<file path="src/rtl/serial_hdx_pkg.sv">
// Shared types and helpers for the half-duplex 8N1 serial bridge.
package serial_hdx_pkg;

  typedef enum logic [2:0] {
    IDLE,
    TX_START,
    TX_DATA,
    TX_STOP,
    GUARD,
    RX_START,
    RX_DATA,
    RX_STOP
  } hdx_state_e;

  // 8N1 frame layout.
  localparam int unsigned START_BITS = 1;
  localparam int unsigned DATA_BITS  = 8;
  localparam int unsigned STOP_BITS  = 1;

  // Clock cycles per bit.
  function automatic int unsigned div_calc(input int unsigned clk_hz, input int unsigned baud);
    return clk_hz / baud;
  endfunction

endpackage

</file>
<file path="src/rtl/serial_hdx_baud_tick.sv">
// Bit-period down-counter. Reloads with DIV-1 (or DIV/2-1 for the RX
// half-bit preload) and emits tick_o in the last cycle of each period.
// pre_tick_o flags the cycle just before tick_o.
module serial_hdx_baud_tick #(
  parameter int unsigned DIV = 10
) (
  input  logic clk,
  input  logic rst_n,
  input  logic en_i,
  input  logic load_full_i,
  input  logic load_half_i,
  output logic tick_o,
  output logic pre_tick_o
);

  localparam int unsigned    CW   = $clog2(DIV);
  localparam logic [CW-1:0] FULL = CW'(DIV - 1);
  localparam logic [CW-1:0] HALF = CW'(DIV / 2 - 1);

  logic [CW-1:0] cnt_q, cnt_d;

  // Next count: explicit loads first, parked at zero when disabled,
  // otherwise count down and auto-reload on the tick.
  always_comb begin
    // NOTE: every combinational output gets a default first so no path leaves it unassigned (which would infer a latch).
    cnt_d = cnt_q;
    if (load_half_i) begin
      cnt_d = HALF;
    end else if (load_full_i) begin
      cnt_d = FULL;
    end else if (!en_i) begin
      cnt_d = '0;
    end else if (cnt_q == '0) begin
      cnt_d = FULL;
    end else begin
      cnt_d = cnt_q - CW'(1);
    end
  end

  // Count register.
  always_ff @(posedge clk or negedge rst_n) begin
    // NOTE: sequential state uses non-blocking assignments so every flop samples the pre-edge values.
    if (!rst_n) begin
      cnt_q <= '0;
    end else begin
      cnt_q <= cnt_d;
    end
  end

  assign tick_o     = en_i && (cnt_q == '0);
  assign pre_tick_o = en_i && (cnt_q == CW'(1));

endmodule

</file>
<file path="src/rtl/serial_hdx_bridge.sv">
// Half-duplex 8N1 UART engine for ESC passthrough. Drives the pad mux TX
// data/OE, receives from the mux's synchronized idle-high RX line, and owns
// line turnaround with a post-transmit guard that masks our own echo.
// Optional build macro SERIAL_HDX_RX_TIMEOUT_EN adds rx_idle_o, a one-shot
// packet-delimiter pulse after TIMEOUT_BITS idle bit times following RX.
module serial_hdx_bridge
  import serial_hdx_pkg::*;
#(
  parameter int unsigned CLK_FREQ_HZ  = 54_000_000,
  parameter int unsigned BAUD         = 19_200,
  parameter int unsigned GUARD_BITS   = 2
`ifdef SERIAL_HDX_RX_TIMEOUT_EN
  ,
  parameter int unsigned TIMEOUT_BITS = 20
`endif
) (
  input  logic       wb_clk_i,
  input  logic       wb_rst_n_i,
  input  logic [7:0] tx_data_i,
  input  logic       tx_valid_i,
  output logic       tx_ready_o,
  output logic [7:0] rx_data_o,
  output logic       rx_valid_o,
  output logic       rx_ferr_o,
  output logic       busy_o,
  output logic       serial_tx_o,
  output logic       serial_oe_o,
  input  logic       serial_rx_i
`ifdef SERIAL_HDX_RX_TIMEOUT_EN
  ,
  output logic       rx_idle_o
`endif
);

  localparam int unsigned   DIV        = div_calc(CLK_FREQ_HZ, BAUD);
  localparam int unsigned   GW         = (GUARD_BITS > 1) ? $clog2(GUARD_BITS) : 1;
  localparam logic [GW-1:0] GUARD_LAST = GW'(GUARD_BITS - 1);
  localparam logic [2:0]    LAST_BIT   = 3'(DATA_BITS - 1);

  hdx_state_e    state_q, state_d;
  logic [2:0]    bit_idx_q, bit_idx_d;
  logic [GW-1:0] guard_q, guard_d;
  logic [7:0]    tx_shift_q, tx_shift_d;
  logic [7:0]    rx_shift_q, rx_shift_d;
  logic [7:0]    rx_data_q, rx_data_d;
  logic          rx_valid_q, rx_valid_d;
  logic          rx_ferr_q, rx_ferr_d;
  logic          tx_ready_q, tx_ready_d;
  logic          line_tx_q, line_tx_d;
  logic          line_oe_q, line_oe_d;

  logic tick, pre_tick, load_full, load_half, baud_en, tx_accept;

  assign baud_en = (state_q != IDLE);

  serial_hdx_baud_tick #(.DIV(DIV)) u_baud (
    .clk        (wb_clk_i),
    .rst_n      (wb_rst_n_i),
    .en_i       (baud_en),
    .load_full_i(load_full),
    .load_half_i(load_half),
    .tick_o     (tick),
    .pre_tick_o (pre_tick)
  );

  // A start edge in IDLE masks the registered ready in the same cycle, so
  // RX wins a collision without the host seeing a dropped handshake.
  assign tx_ready_o = tx_ready_q & ~((state_q == IDLE) & ~serial_rx_i);
  assign tx_accept  = tx_valid_i & tx_ready_o;

  // Next-state, datapath and registered-output decode.
  always_comb begin
    state_d    = state_q;
    bit_idx_d  = bit_idx_q;
    guard_d    = guard_q;
    tx_shift_d = tx_shift_q;
    rx_shift_d = rx_shift_q;
    rx_data_d  = rx_data_q;
    rx_valid_d = 1'b0;
    rx_ferr_d  = 1'b0;
    load_full  = 1'b0;
    load_half  = 1'b0;

    case (state_q)
      IDLE: begin
        if (!serial_rx_i) begin
          state_d   = RX_START;
          load_half = 1'b1;
        end else if (tx_accept) begin
          state_d    = TX_START;
          tx_shift_d = tx_data_i;
          load_full  = 1'b1;
        end
      end
      TX_START: begin
        if (tick) begin
          state_d   = TX_DATA;
          bit_idx_d = '0;
        end
      end
      TX_DATA: begin
        if (tick) begin
          tx_shift_d = {1'b0, tx_shift_q[7:1]};
          bit_idx_d  = bit_idx_q + 3'd1;
          if (bit_idx_q == LAST_BIT) state_d = TX_STOP;
        end
      end
      TX_STOP: begin
        if (tick) begin
          if (tx_accept) begin
            state_d    = TX_START;
            tx_shift_d = tx_data_i;
          end else begin
            state_d = GUARD;
            guard_d = '0;
          end
        end
      end
      GUARD: begin
        if (tick) begin
          guard_d = guard_q + GW'(1);
          if (guard_q == GUARD_LAST) state_d = IDLE;
        end
      end
      RX_START: begin
        if (tick) begin
          if (serial_rx_i) begin
            state_d = IDLE;
          end else begin
            state_d   = RX_DATA;
            bit_idx_d = '0;
          end
        end
      end
      RX_DATA: begin
        if (tick) begin
          rx_shift_d = {serial_rx_i, rx_shift_q[7:1]};
          bit_idx_d  = bit_idx_q + 3'd1;
          if (bit_idx_q == LAST_BIT) state_d = RX_STOP;
        end
      end
      RX_STOP: begin
        if (tick) begin
          rx_data_d  = rx_shift_q;
          rx_valid_d = serial_rx_i;
          rx_ferr_d  = ~serial_rx_i;
          state_d    = IDLE;
        end
      end
      default: state_d = IDLE;
    endcase

    // Ready opens in IDLE and for the final cycle of a stop bit.
    tx_ready_d = (state_d == IDLE) || ((state_q == TX_STOP) && pre_tick);
    line_oe_d  = state_d inside {TX_START, TX_DATA, TX_STOP};
    if (state_d == TX_START)     line_tx_d = 1'b0;
    else if (state_d == TX_DATA) line_tx_d = tx_shift_d[0];
    else                         line_tx_d = 1'b1;
  end

  // State and output registers; reset drops OE asynchronously.
  always_ff @(posedge wb_clk_i or negedge wb_rst_n_i) begin
    if (!wb_rst_n_i) begin
      state_q    <= IDLE;
      bit_idx_q  <= '0;
      guard_q    <= '0;
      tx_shift_q <= '0;
      rx_shift_q <= '0;
      rx_data_q  <= '0;
      rx_valid_q <= 1'b0;
      rx_ferr_q  <= 1'b0;
      tx_ready_q <= 1'b0;
      line_tx_q  <= 1'b1;
      line_oe_q  <= 1'b0;
    end else begin
      state_q    <= state_d;
      bit_idx_q  <= bit_idx_d;
      guard_q    <= guard_d;
      tx_shift_q <= tx_shift_d;
      rx_shift_q <= rx_shift_d;
      rx_data_q  <= rx_data_d;
      rx_valid_q <= rx_valid_d;
      rx_ferr_q  <= rx_ferr_d;
      tx_ready_q <= tx_ready_d;
      line_tx_q  <= line_tx_d;
      line_oe_q  <= line_oe_d;
    end
  end

  assign rx_data_o   = rx_data_q;
  assign rx_valid_o  = rx_valid_q;
  assign rx_ferr_o   = rx_ferr_q;
  assign serial_tx_o = line_tx_q;
  assign serial_oe_o = line_oe_q;
  assign busy_o      = (state_q != IDLE);

`ifdef SERIAL_HDX_RX_TIMEOUT_EN
  localparam int unsigned   IDLE_CYCLES = TIMEOUT_BITS * DIV;
  localparam int unsigned   IW          = $clog2(IDLE_CYCLES);
  localparam logic [IW-1:0] IDLE_LAST   = IW'(IDLE_CYCLES - 1);

  logic [IW-1:0] idle_cnt_q, idle_cnt_d;
  logic          idle_armed_q, idle_armed_d;
  logic          rx_idle_q, rx_idle_d;

  // Idle timer: armed by any RX strobe, disarmed by TX acceptance or by
  // firing once; restarts whenever the line leaves IDLE.
  always_comb begin
    idle_cnt_d   = idle_cnt_q;
    idle_armed_d = idle_armed_q;
    rx_idle_d    = 1'b0;
    if (rx_valid_d || rx_ferr_d) begin
      idle_armed_d = 1'b1;
      idle_cnt_d   = '0;
    end else if (tx_accept) begin
      idle_armed_d = 1'b0;
      idle_cnt_d   = '0;
    end else if ((state_q != IDLE) || !serial_rx_i) begin
      idle_cnt_d = '0;
    end else if (idle_armed_q) begin
      if (idle_cnt_q == IDLE_LAST) begin
        rx_idle_d    = 1'b1;
        idle_armed_d = 1'b0;
        idle_cnt_d   = '0;
      end else begin
        idle_cnt_d = idle_cnt_q + IW'(1);
      end
    end
  end

  // Idle timer registers.
  always_ff @(posedge wb_clk_i or negedge wb_rst_n_i) begin
    if (!wb_rst_n_i) begin
      idle_cnt_q   <= '0;
      idle_armed_q <= 1'b0;
      rx_idle_q    <= 1'b0;
    end else begin
      idle_cnt_q   <= idle_cnt_d;
      idle_armed_q <= idle_armed_d;
      rx_idle_q    <= rx_idle_d;
    end
  end

  assign rx_idle_o = rx_idle_q;
`endif

endmodule

</file>
<file path="config.mk">
export PLATFORM = sky130hd
export DESIGN_NAME = serial_hdx_bridge
export DESIGN_NICKNAME = d
export VERILOG_FILES = /design/src/rtl/serial_hdx_pkg.sv /design/src/rtl/serial_hdx_baud_tick.sv /design/src/rtl/serial_hdx_bridge.sv
export SDC_FILE = /design/constraint.sdc
export NUM_CORES = 1
export LEC_CHECK = 0
export CAP_MARGIN = 20
export CORE_MARGIN = 2
export CORE_UTILIZATION = 45
export CTS_BUF_LIST = sky130_fd_sc_hd__clkbuf_16
export DETAILED_ROUTE_END_ITERATION = 10
export MAX_ROUTING_LAYER = met4
export PLACE_DENSITY = 0.66
export SKIP_LAST_GASP = 1
export SYNTH_ARGS = -nofsm -noshare
export SYNTH_HDL_FRONTEND = slang
export SYNTH_HIERARCHICAL = 1
export SYNTH_SLANG_ARGS = --single-unit
</file>
<file path="constraint.sdc">
create_clock -name wb_clk_i -period 7.5 [get_ports wb_clk_i]
set_input_delay 1.875 -clock wb_clk_i [delete_from_list [all_inputs] [get_ports wb_clk_i]]
set_output_delay 1.875 -clock wb_clk_i [all_outputs]
set_load 0.005 [all_outputs]
</file>
==> results of run 1 <==
-- cells in the final DEF (no fill, tap or decap), drive strengths merged, types with 6 or more instances in the layout --
| master | synthesis | final |
|---|---|---|
| dfrtp | 47 | 47 |
| a21oi | 6 | 6 |
| nor2b | 10 | 10 |
| a31oi | 6 | 6 |
| a22oi | 6 | 6 |
| nand3 | 8 | 8 |
| nand2 | 22 | 22 |
| clkdlybuf4s50 | 0 | 24 |
| nor2 | 14 | 14 |
| nor3 | 7 | 7 |
| o21ai | 20 | 20 |
| mux2 | 16 | 16 |
| ha | 9 | 9 |
| inv | 10 | 11 |
-- critical path: stages --
cell             delay [ns]
clkdlybuf4s50_1        0.70
nor3b_2                0.10
nor2b_1                0.13
clkdlybuf4s50_1        0.51
-- how the worst max path moves through the flow --
stage	startpoint	endpoint	slack, ns	cells after the start
2_1_floorplan	serial_rx_i	tx_ready_o	3.11	3
6_report	serial_rx_i	tx_ready_o	2.31	4
3_3_place_gp	serial_rx_i	tx_ready_o	2.31	4
5_1_grt	serial_rx_i	tx_ready_o	2.19	4
3_5_place_dp	serial_rx_i	tx_ready_o	2.32	4
4_1_cts	serial_rx_i	tx_ready_o	2.31	4
-- area by class of cell --
| type | instances | area [sq um] |
|---|---|---|
| fill | 504 | 2472 |
| sequential | 48 | 1202 |
| multi-input combinational | 173 | 1260 |
| clock inverter | 3 | 17.52 |
| clock buffer | 5 | 125.1 |
| tap | 72 | 90.09 |
| inverter | 10 | 37.54 |
| timing repair buffer | 28 | 267.8 |
-- synthesized netlist by cell type (all sizes together), types with 7 or more instances --
| cell type | count |
|---|---|
| nor2b | 10 |
| dfrtp | 47 |
| inv | 10 |
| mux2 | 16 |
| nor2 | 14 |
| nand3 | 8 |
| nor3 | 7 |
| ha | 9 |
| o21ai | 20 |
| nand2 | 22 |
-- registers in the layout (all words and copies together), names as in the netlist --
register and cells:
rx_shift_q 8, bit_idx_q 3, tx_shift_q 8, rx_ferr_o 1
serial_tx_o 1, rx_valid_o 1, rx_data_o 8, u_baud/cnt_q 12
guard_q 1, tx_ready_q 1, state_q 3, serial_oe_o 1
-- cell families (layout without fill, tap and decap cells) --
logic type / after synthesis / count (layout) / synth area share [%]
XOR/XNOR: 8 / 8 / 2.756
multiplexers: 17 / 17 / 7.480
flip-flops: 48 / 48 / 47.29
AND/OR/NAND/NOR: 77 / 77 / 17.23
AO/OA/AOI/OAI: 62 / 62 / 17.67
buffers and inverters: 19 / 46 / 3.149
adder cells (fa/ha/maj): 9 / 9 / 4.429
-- power by group --
part / switching (mW) / internal [mW]
combinational: 0.00693 / 0.00534
clock: 0.0951 / 0.123
sequential: 0 / 0.259
-- metal layers --
layer  track usage, %  vias to the layer above  wire length (um)
li1                 -                      920                 -
met1            24.26                      945              2393
met2            29.41                       27              2389
met3            4.091                        5               153
met4            4.310                        0                57
met5                -                        -                 0
==> qor.tcl, run 1 <==
set qor(hold_path.startpoint) {tx_shift_q[3]$_DFFE_PN0P_}
set qor(areaGrowthSynthToFinish_pct) 18.01
set qor(synthDominantAreaCellType) {dfrtp_1}
set qor(total_vias_in_the_final_route) 1897
set qor(postCtsHoldBufs) 0
set qor(final.setup_skew_ns) 0.004909
set qor(dieArea_sq_mm) 0.006267
set qor(finalSetupViolCount) 0
set qor(worstPathMaxFanout) 10
set qor(max_cap_viol_count) 0
set qor(setup-tns-final_ns) 0
set qor(worst_skew_pair.late_latency_ns) 0.29
set qor(cts.repair.resized) 0
set qor(synth-edff-count) 0
set qor(hold_ws_ns) 0.4898
set qor(drtPass1Iterations) 4
set qor(hold_path_end) {tx_shift_q[3]$_DFFE_PN0P_}
set qor(antenna_found_initial) 0
set qor(initial_core_util_pct) 46.46
set qor(total_wire_length_um) 4994
set qor(gp_routability_congestion) 0.8232
set qor(cts_tree) {yes}
set qor(post_synthesis_average_cell_area_sq_um) 10.59
set qor(min_path_cells) 2
set qor(placed_cells) 331
set qor(r2r_cell_count) 11
set qor(postCtsSetupRepairBufs) 0
set qor(final_cell_count_no_fill) 339
set qor(first_global_vias) 1951
set qor(detailed_route_wire_length_per_cell_um) 14.73
set qor(r2r_setup_slack_ns) 3.85
set qor(worst-setup-path-type) {in -> out}
set qor(report.final.slew_viol_count) 0
set qor(final_min_period_over_clock_period_pct) 69.26
set qor(core_region_area_sq_mm) 0.005473
set qor(vdd.ir_drop.worst_mv) 0.1328
set qor(yosysWarnings) 6
set qor(hold_class) {reg -> reg}
set qor(place_worst_setup_slack_ns) 2.320
set qor(timing.critical_path.to_type) {output pin}
set qor(cts_buffer_depth) 2
set qor(die-height_um) 79.17
set qor(cts_root_buffer) {clkbuf_16}
set qor(cts_htree_levels) 2
set qor(antenna-diode-count) 0
set qor(postLayoutCellArea_sq_mm) 0.003000
set qor(first_pass_grt_wire_length_um) 9025
set qor(post_synthesis_cell_type_count) 54
set qor(boundaryPins) 26
set qor(ys_top_cells_by_area) {dfrtp_1 (46%), mux2_2 (7.1%), ha_1 (4.4%)}
set qor(drtIter0Drc) 123
set qor(antenna_violating_nets_post_route) 0
set qor(final_nets) 287
set qor(power_leakage_nw) 1.291
set qor(timing.rr.end) {serial_tx_o$_DFF_PN1_}
set qor(post-route-drc-count) 0
set qor(synth.ff_latch_count) 48
set qor(worst_slew_margin_rel_pct) 47.30
set qor(cellPowerDensity_mw_per_mm2) 163.0
set qor(asr_flop_ratio_synth_pct) 100.0
set qor(dpl-instance-area_sq_mm) 0.002858
set qor(worst_ep_required_time_ns) 5.62
set qor(arrival_worst_endpoint_ns) 3.32
set qor(portBuffers) 25
set qor(rsz_0062_raised_after_global_routing) {no}
set qor(netlist_area_sq_mm) 0.002542
set qor(grt_overflow_total) 0
set qor(dp_hpwl_um) 3460
set qor(worstMarginPinSlew_ns) 0.7890
set qor(clkTransAtPathRegs_ns) 0.06
set qor(final_layout_size_suffix_gt1_share_pct) 14.61
set qor(route.detailed.vias_per_inst) 5.596
set qor(post_synth_inst_count) 240
set qor(grt_use_total_pct) 18.44
set qor(run_status) {completed}
set qor(clock_sink_count) 48
set qor(floorplan.rows) 27
set qor(die_x_um) 79.17
set qor(cts_buffers) 5
set qor(synth_top_flop_cell) {dfrtp_1}
set qor(clock.fmax_mhz) 192.5
set qor(finalHoldViolCount) 0
set qor(ys_seq_area_share_pct) 47.29
set qor(p_total_uw) 489.2
set qor(post-route-min-period_ns) 5.195
set qor(share_of_the_synthesized_area_in_the_top_cell_type_pct) 46.26
set qor(final_util_pct) 54.82
set qor(worstReg2RegStart) {state_q[2]$_DFF_PN0_}
set qor(grt_max_degree) 49
set qor(setup.worst_path.start_class) {primary input}
set qor(postLayoutSetupSlackWorst_ns) 2.305
set qor(synthesis.nets) 261
No activity file was read; power rests on OpenSTA's default activity.
==> run 2, diff against run 1 <==
==> constraint.sdc (replaced) <==
create_clock -name wb_clk_i -period 4.84 [get_ports wb_clk_i]
set_input_delay 1.21 -clock wb_clk_i [delete_from_list [all_inputs] [get_ports wb_clk_i]]
set_output_delay 1.21 -clock wb_clk_i [all_outputs]
set_load 0.005 [all_outputs]
==> run 2 against run 1 <==
Register-to-register slack lost 2.6 ns. Sequential share of layout area decreased by 0.40 points. Combinational power up 54%. Critical path depth did not move. Setup slack got worse by 1.3 ns. Clock power up 83%. Routed wire length increased by 1.7%. Power grew 67%. Critical endpoint unchanged.
==> qor.tcl, run 2 (synthesis gave the netlist of run 1 again) <==
set qor(cts_buffers) 5 ;# unchanged
set qor(cts_htree_levels) 2 ;# unchanged
set qor(floorplan.rows) 27 ;# unchanged
set qor(critPathSlowestCell) {clkdlybuf4s50_1}
set qor(clock.fmax_mhz) 259.7
set qor(portBuffers) 25 ;# unchanged
set qor(die_x_um) 79.17 ;# unchanged
set qor(dp_hpwl_um) 3534 ;# +2.1%
set qor(drtPass1Iterations) 5 ;# +1
set qor(cellPowerDensity_mw_per_mm2) 270.3 ;# +66%
set qor(final_nets) 287 ;# unchanged
set qor(rsz_0062_raised_after_global_routing) {no}
set qor(setup.worst_path.start_class) {primary input}
set qor(worst_ep_required_time_ns) 3.63 ;# -1.99 ns
set qor(final_cell_count_no_fill) 339 ;# unchanged
set qor(route.detailed.vias_per_inst) 5.563 ;# -0.58%
set qor(post-route-min-period_ns) 3.851
set qor(worst-setup-path-type) {in -> out}
set qor(grt_max_degree) 49 ;# unchanged
set qor(largest_register_ffs) 12 ;# unchanged
set qor(cts_buffer_depth) 2 ;# unchanged
set qor(arrival_worst_endpoint_ns) 2.64 ;# -0.68 ns
set qor(worstPathMaxFanout) 10 ;# unchanged
set qor(grt_overflow_total) 0 ;# unchanged
set qor(grt_use_total_pct) 18.01 ;# -0.43 points
set qor(finalSetupViolCount) 0 ;# unchanged
set qor(timing.critical_path.to_type) {output pin}
set qor(cts.repair.resized) 0 ;# unchanged
set qor(power_leakage_nw) 1.303 ;# +0.96%
set qor(run_status) {completed}
set qor(first_pass_grt_wire_length_um) 8728 ;# -3.3%
set qor(first_global_vias) 1868 ;# -4.3%
set qor(layout_commonest_cell) {dfrtp_1}
set qor(placed_cells) 331 ;# unchanged
set qor(antenna_found_initial) 0 ;# unchanged
set qor(final_util_pct) 55.37 ;# +0.55 points
set qor(postCtsHoldBufs) 0 ;# unchanged
set qor(total_vias_in_the_final_route) 1886 ;# -0.58%
set qor(final.setup_skew_ns) 0.005099 ;# +0.0001897 ns
set qor(total_wire_length_um) 5081 ;# +1.7%
set qor(cts_root_buffer) {clkbuf_16}
set qor(core_region_area_sq_mm) 0.005473 ;# unchanged
set qor(dieArea_sq_mm) 0.006267 ;# unchanged
set qor(worst_skew_pair.late_latency_ns) 0.29 ;# about the same
set qor(clock_sink_count) 48 ;# unchanged
set qor(cp_common_cell) {clkdlybuf4s50_1}
set qor(die-height_um) 79.17 ;# unchanged
set qor(initial_core_util_pct) 46.46 ;# unchanged
set qor(registers.top_by_ff_count) {u_baud/cnt_q}
set qor(finalHoldViolCount) 0 ;# unchanged
set qor(clkTransAtPathRegs_ns) 0.07 ;# about the same
set qor(setup-tns-final_ns) 0 ;# unchanged
set qor(antenna-diode-count) 0 ;# unchanged
set qor(boundaryPins) 26 ;# unchanged
set qor(hold_class) {reg -> reg}
set qor(final_layout_size_suffix_gt1_share_pct) 14.98 ;# +0.37 points
set qor(crit_chain) {clkdlybuf4s50_1 -> nor3b_2 -> nor2b_1 -> clkdlybuf4s50_1}
set qor(gp_routability_congestion) 0.8652 ;# +5.1%
set qor(vdd.ir_drop.worst_mv) 0.1484 ;# +12%
set qor(detailed_route_wire_length_per_cell_um) 14.99 ;# +1.7%
set qor(worstMarginPinSlew_ns) 0.7581 ;# -0.03088 ns
set qor(slowest_delay_ns) 0.69 ;# about the same
set qor(postCtsSetupRepairBufs) 0 ;# unchanged
set qor(worst_slew_margin_rel_pct) 49.36 ;# +2.1 points
set qor(p_total_uw) 819.1 ;# +67%
set qor(drtIter0Drc) 157 ;# +28%
set qor(antenna_violating_nets_post_route) 0 ;# unchanged
set qor(final.fill_count) 514 ;# +2.0%
set qor(report.final.slew_viol_count) 0 ;# unchanged
set qor(final_min_period_over_clock_period_pct) 79.56
set qor(areaGrowthSynthToFinish_pct) 19.19
set qor(post-route-drc-count) 0 ;# unchanged
set qor(cts_tree) {yes}
set qor(leading_cell_types_in_the_layout_fill_and_taps_excluded) {dfrtp_1 (47), clkdlybuf4s50_1 (24), nand2_1 (21)}
set qor(max_cap_viol_count) 0 ;# unchanged
[run 2: cell types whose count changed in the layout (fill, tap and decap cells not counted), sizes merged]
cell,before,now
bufinv,0,1
inv,11,10
[run 2: path summary, 6_finish.rpt]
path                                          from                        end  slack (ns)  cells past startpoint
setup reg to reg              state_q[2]$_DFF_PN0_      serial_tx_o$_DFF_PN1_        1.24                     11
hold / removal             tx_shift_q[0]$_DFF_PN0_    tx_shift_q[0]$_DFF_PN0_        0.48                      1
max in group asynchronous               wb_rst_n_i  u_baud/cnt_q[6]$_DFF_PN0_        3.43                      2
hold reg to reg            tx_shift_q[0]$_DFF_PN0_    tx_shift_q[0]$_DFF_PN0_        0.48                      1
setup / recovery                       serial_rx_i                 tx_ready_o        0.99                      4
min in group asynchronous               wb_rst_n_i  tx_shift_q[4]$_DFFE_PN0P_        1.01                      2
[run 2: layer usage]
metal,vias up,global-route usage [%],share of wire [%]
li1,919,-,-
met1,930,24.56,48
met2,30,27.54,47
met3,7,3.295,3.2
met4,0,5.517,1.1
met5,-,-,0
[run 2: area by class of cell]
cell class	instances	area [sq um]	area share [%]
clock buffer	5	125.1	4.129
clock inverter	3	47.55	1.569
inverter	10	37.54	1.239
multi-input combinational	173	1260	41.58
sequential	48	1202	39.68
tap	72	90.09	2.973
timing repair buffer	28	267.8	8.836
[run 2: report_power, final]
| part | internal (mW) | total, mW | switching (mW) | leakage [nW] |
|---|---|---|---|---|
| Clock | 0.245 | 0.399 | 0.154 | 0.0840 |
| Combinational | 0.00827 | 0.0189 | 0.0106 | 0.603 |
| Sequential | 0.401 | 0.401 | 0 | 0.616 |
| Total | 0.655 | 0.819 | 0.164 | 1.30 |
[run 2: through the flow]
stage,cell area [sq um],worst slack (ns),hold WS [ns]
after CTS,3030,0.9945,0.4889
after global placement,2858,0.9859,0.4720
after global routing,3030,0.8787,0.5070
after detailed placement,2858,0.9944,0.4732
final,3030,0.9892,0.4770
after floorplan,2542,1.611,0.4383
[run 2: critical path, delay by kind of cell]
| family | cells | cell delay (ns) |
|---|---|---|
| AND/OR/NAND/NOR | 2 | 0.22 |
| buffers and inverters | 2 | 1.20 |
==> run 3, diff against run 2 <==
--- a/config.mk
+++ b/config.mk
@@ -11,7 +11,7 @@
 export CTS_BUF_LIST = sky130_fd_sc_hd__clkbuf_16
 export DETAILED_ROUTE_END_ITERATION = 10
 export MAX_ROUTING_LAYER = met4
-export PLACE_DENSITY = 0.66
+export PLACE_DENSITY = 0.68
 export SKIP_LAST_GASP = 1
 export SYNTH_ARGS = -nofsm -noshare
 export SYNTH_HDL_FRONTEND = slang
==> constraint.sdc (replaced) <==
create_clock -name wb_clk_i -period 3.4 [get_ports wb_clk_i]
set_input_delay 0.85 -clock wb_clk_i [delete_from_list [all_inputs] [get_ports wb_clk_i]]
set_output_delay 0.85 -clock wb_clk_i [all_outputs]
set_load 0.005 [all_outputs]
==> run 3 against run 2 <==
Combinational power grew 58%. Critical path depth grew 5. Setup slack lost 0.62 ns. Power grew 43%. Die area is the same. Count of clock-buffer cells in the layout is the same. Critical path type is now reg -> reg. Highest routed layer unchanged.
==> qor.tcl, run 3 (synthesis gave the netlist of run 1 again) <==
set qor(run_status) {completed}
set qor(dieArea_sq_mm) 0.006267 ;# unchanged
set qor(vdd.ir_drop.worst_mv) 0.2569 ;# +73%
set qor(worstPathMaxFanout) 8 ;# -2
set qor(cp-startpoint) {u_baud/cnt_q[7]$_DFF_PN0_}
set qor(cts_root_buffer) {clkbuf_16}
set qor(floorplan.rows) 27 ;# unchanged
set qor(clkTransAtPathRegs_ns) 0.07 ;# about the same
set qor(drtPass1Iterations) 4 ;# -1
set qor(place_worst_setup_slack_ns) 0.2605 ;# -0.7339 ns
set qor(power_leakage_nw) 1.343 ;# +3.0%
set qor(cts_htree_levels) 2 ;# unchanged
set qor(layout_commonest_cell) {dfrtp_1}
set qor(total_vias_in_the_final_route) 1924 ;# +2.0%
set qor(report.final.slew_viol_count) 0 ;# unchanged
set qor(finalSetupViolCount) 0 ;# unchanged
set qor(worstReg2RegStart) {u_baud/cnt_q[7]$_DFF_PN0_}
set qor(cts_tree) {yes}
set qor(worst-setup-path-type) {reg -> reg}
set qor(dr_wl_met2_um) 2552 ;# +6.2%
set qor(worst_skew_pair.late_latency_ns) 0.29 ;# about the same
set qor(final_min_period_over_clock_period_pct) 89.12
set qor(timing.critical_path.to_type) {flip-flop}
set qor(dp_hpwl_um) 3652 ;# +3.3%
set qor(largest_register_ffs) 12 ;# unchanged
set qor(finalHoldViolCount) 0 ;# unchanged
set qor(cts_buffer_depth) 2 ;# unchanged
set qor(timing.rr.end) {serial_tx_o$_DFF_PN1_}
set qor(final.setup_skew_ns) 0.004591 ;# -0.0005077 ns
set qor(final_nets) 294 ;# +2.4%
set qor(first_global_vias) 1943 ;# +4.0%
set qor(registers.top_by_ff_count) {u_baud/cnt_q}
set qor(postLayoutCellArea_sq_mm) 0.003095 ;# +2.1%
set qor(clock_sink_count) 48 ;# unchanged
set qor(postCtsSetupRepairBufs) 0 ;# unchanged
set qor(drtIter0Drc) 148 ;# -5.7%
set qor(core_region_area_sq_mm) 0.005473 ;# unchanged
set qor(arrival_worst_endpoint_ns) 3.25 ;# +0.61 ns
set qor(clock.fmax_mhz) 330.0
set qor(postCtsHoldBufs) 0 ;# unchanged
set qor(antenna-diode-count) 0 ;# unchanged
set qor(antenna_violating_nets_post_route) 0 ;# unchanged
set qor(die_x_um) 79.17 ;# unchanged
set qor(cp-endpoint) {serial_tx_o$_DFF_PN1_}
set qor(final.fill_count) 489 ;# -4.9%
set qor(dpl-instance-area_sq_mm) 0.002903 ;# +1.6%
set qor(max_cap_viol_count) 0 ;# unchanged
set qor(antenna_found_initial) 0 ;# unchanged
set qor(total_wire_length_um) 5203 ;# +2.4%
set qor(cts.repair.resized) 0 ;# unchanged
set qor(portBuffers) 25 ;# unchanged
set qor(grt_overflow_total) 0 ;# unchanged
set qor(die-height_um) 79.17 ;# unchanged
set qor(worstMarginPinSlew_ns) 0.5093 ;# -0.2488 ns
set qor(first_pass_grt_wire_length_um) 9170 ;# +5.1%
set qor(met1_length_um) 2443 ;# -0.65%
set qor(route.met3.wl_um) 119 ;# -27%
set qor(initial_core_util_pct) 46.46 ;# unchanged
set qor(route.detailed.vias_per_inst) 5.561 ;# about the same
set qor(post-route-drc-count) 0 ;# unchanged
set qor(worst_slew_margin_rel_pct) 65.98 ;# +17 points
set qor(leading_cell_types_in_the_layout_fill_and_taps_excluded) {dfrtp_1 (47), clkdlybuf4s50_1 (24), nand2_1 (21)}
set qor(setup-tns-final_ns) 0 ;# unchanged
set qor(final_layout_size_suffix_gt1_share_pct) 17.15 ;# +2.2 points
set qor(grt_max_degree) 49 ;# unchanged
set qor(gp_routability_congestion) 0.9307 ;# +7.6%
set qor(postLayoutSetupSlackWorst_ns) 0.3698 ;# -0.6194 ns
set qor(r2r_setup_slack_ns) 0.37 ;# -0.87 ns
set qor(setup.worst_path.start_class) {flip-flop}
set qor(detailed_route_wire_length_per_cell_um) 15.04 ;# +0.33%
set qor(grt_use_total_pct) 19.18 ;# +1.2 points
set qor(worst_ep_required_time_ns) 3.62 ;# about the same
set qor(hold_path.startpoint) {tx_shift_q[6]$_DFFE_PN0P_}
set qor(topRoutingLayerUsed) {met4}
set qor(rsz_0062_raised_after_global_routing) {no}
set qor(post-route-min-period_ns) 3.030
set qor(cts_buffers) 5 ;# unchanged
set qor(hold_class) {reg -> reg}
set qor(cellPowerDensity_mw_per_mm2) 377.6 ;# +40%
set qor(boundaryPins) 26 ;# unchanged
set qor(r2r_cell_count) 9 ;# -2
set qor(hold_ws_ns) 0.4871 ;# +0.01011 ns
set qor(areaGrowthSynthToFinish_pct) 21.75
run 3: changes by cell type in the layout (fill, tap and decap cells not counted), sizes merged:
| cell | change |
|---|---|
| buf | +7 |
run 3: worst min-delay path by stage:
stage / endpoint / depth (start not counted)
detailed placement: tx_shift_q[6]$_DFFE_PN0P_ / 2
floorplan: tx_shift_q[0]$_DFF_PN0_ / 1
finish: tx_shift_q[6]$_DFFE_PN0P_ / 2
global route: tx_shift_q[2]$_DFFE_PN0P_ / 2
CTS: tx_shift_q[6]$_DFFE_PN0P_ / 2
global placement: tx_shift_q[6]$_DFFE_PN0P_ / 2
run 3: layer usage:
layer / vias up / global-route usage [%]
li1: 933 / -
met1: 961 / 24.93
met2: 21 / 30.17
met3: 9 / 3.523
met4: 0 / 7.069
met5: - / -
run 3: cell type report:
class                      instances  area [sq um]  share of cell area [%]
clock inverter                     3         47.55                   1.536
multi-input combinational        173          1260                   40.70
tap                               72         90.09                   2.910
clock buffer                       5         125.1                   4.042
timing repair buffer              35         332.8                   10.75
sequential                        48          1202                   38.84
inverter                          10         37.54                   1.213
run 3: metrics by stage:
step / util (%) / cells / power [mW]
2_1_floorplan: - / 240 / 0.5845
3_3_place_gp: 53.04 / 337 / 0.6094
3_5_place_dp: 53.04 / 337 / 0.6095
4_1_cts: 56.20 / 345 / 1.184
5_1_grt: 56.56 / 346 / 1.206
6_report: 56.56 / 346 / 1.169
run 3: worst max-delay path, cell delays in order (launching register included):
cell and delay (ns):
dfrtp_1 0.46, nor4_4 0.41, nand3_1 0.17, nor2b_1 0.19, o21ai_0 0.15, a211o_1 0.42
o21bai_4 0.24, a21o_1 0.22, or4_1 0.53, a21o_1 0.18
run 3: where the power goes:
part	switching, mW	internal, mW	total [mW]
Sequential	0	0.571	0.571
Combinational	0.0157	0.0141	0.0298
Clock	0.219	0.349	0.568
Total	0.235	0.934	1.17
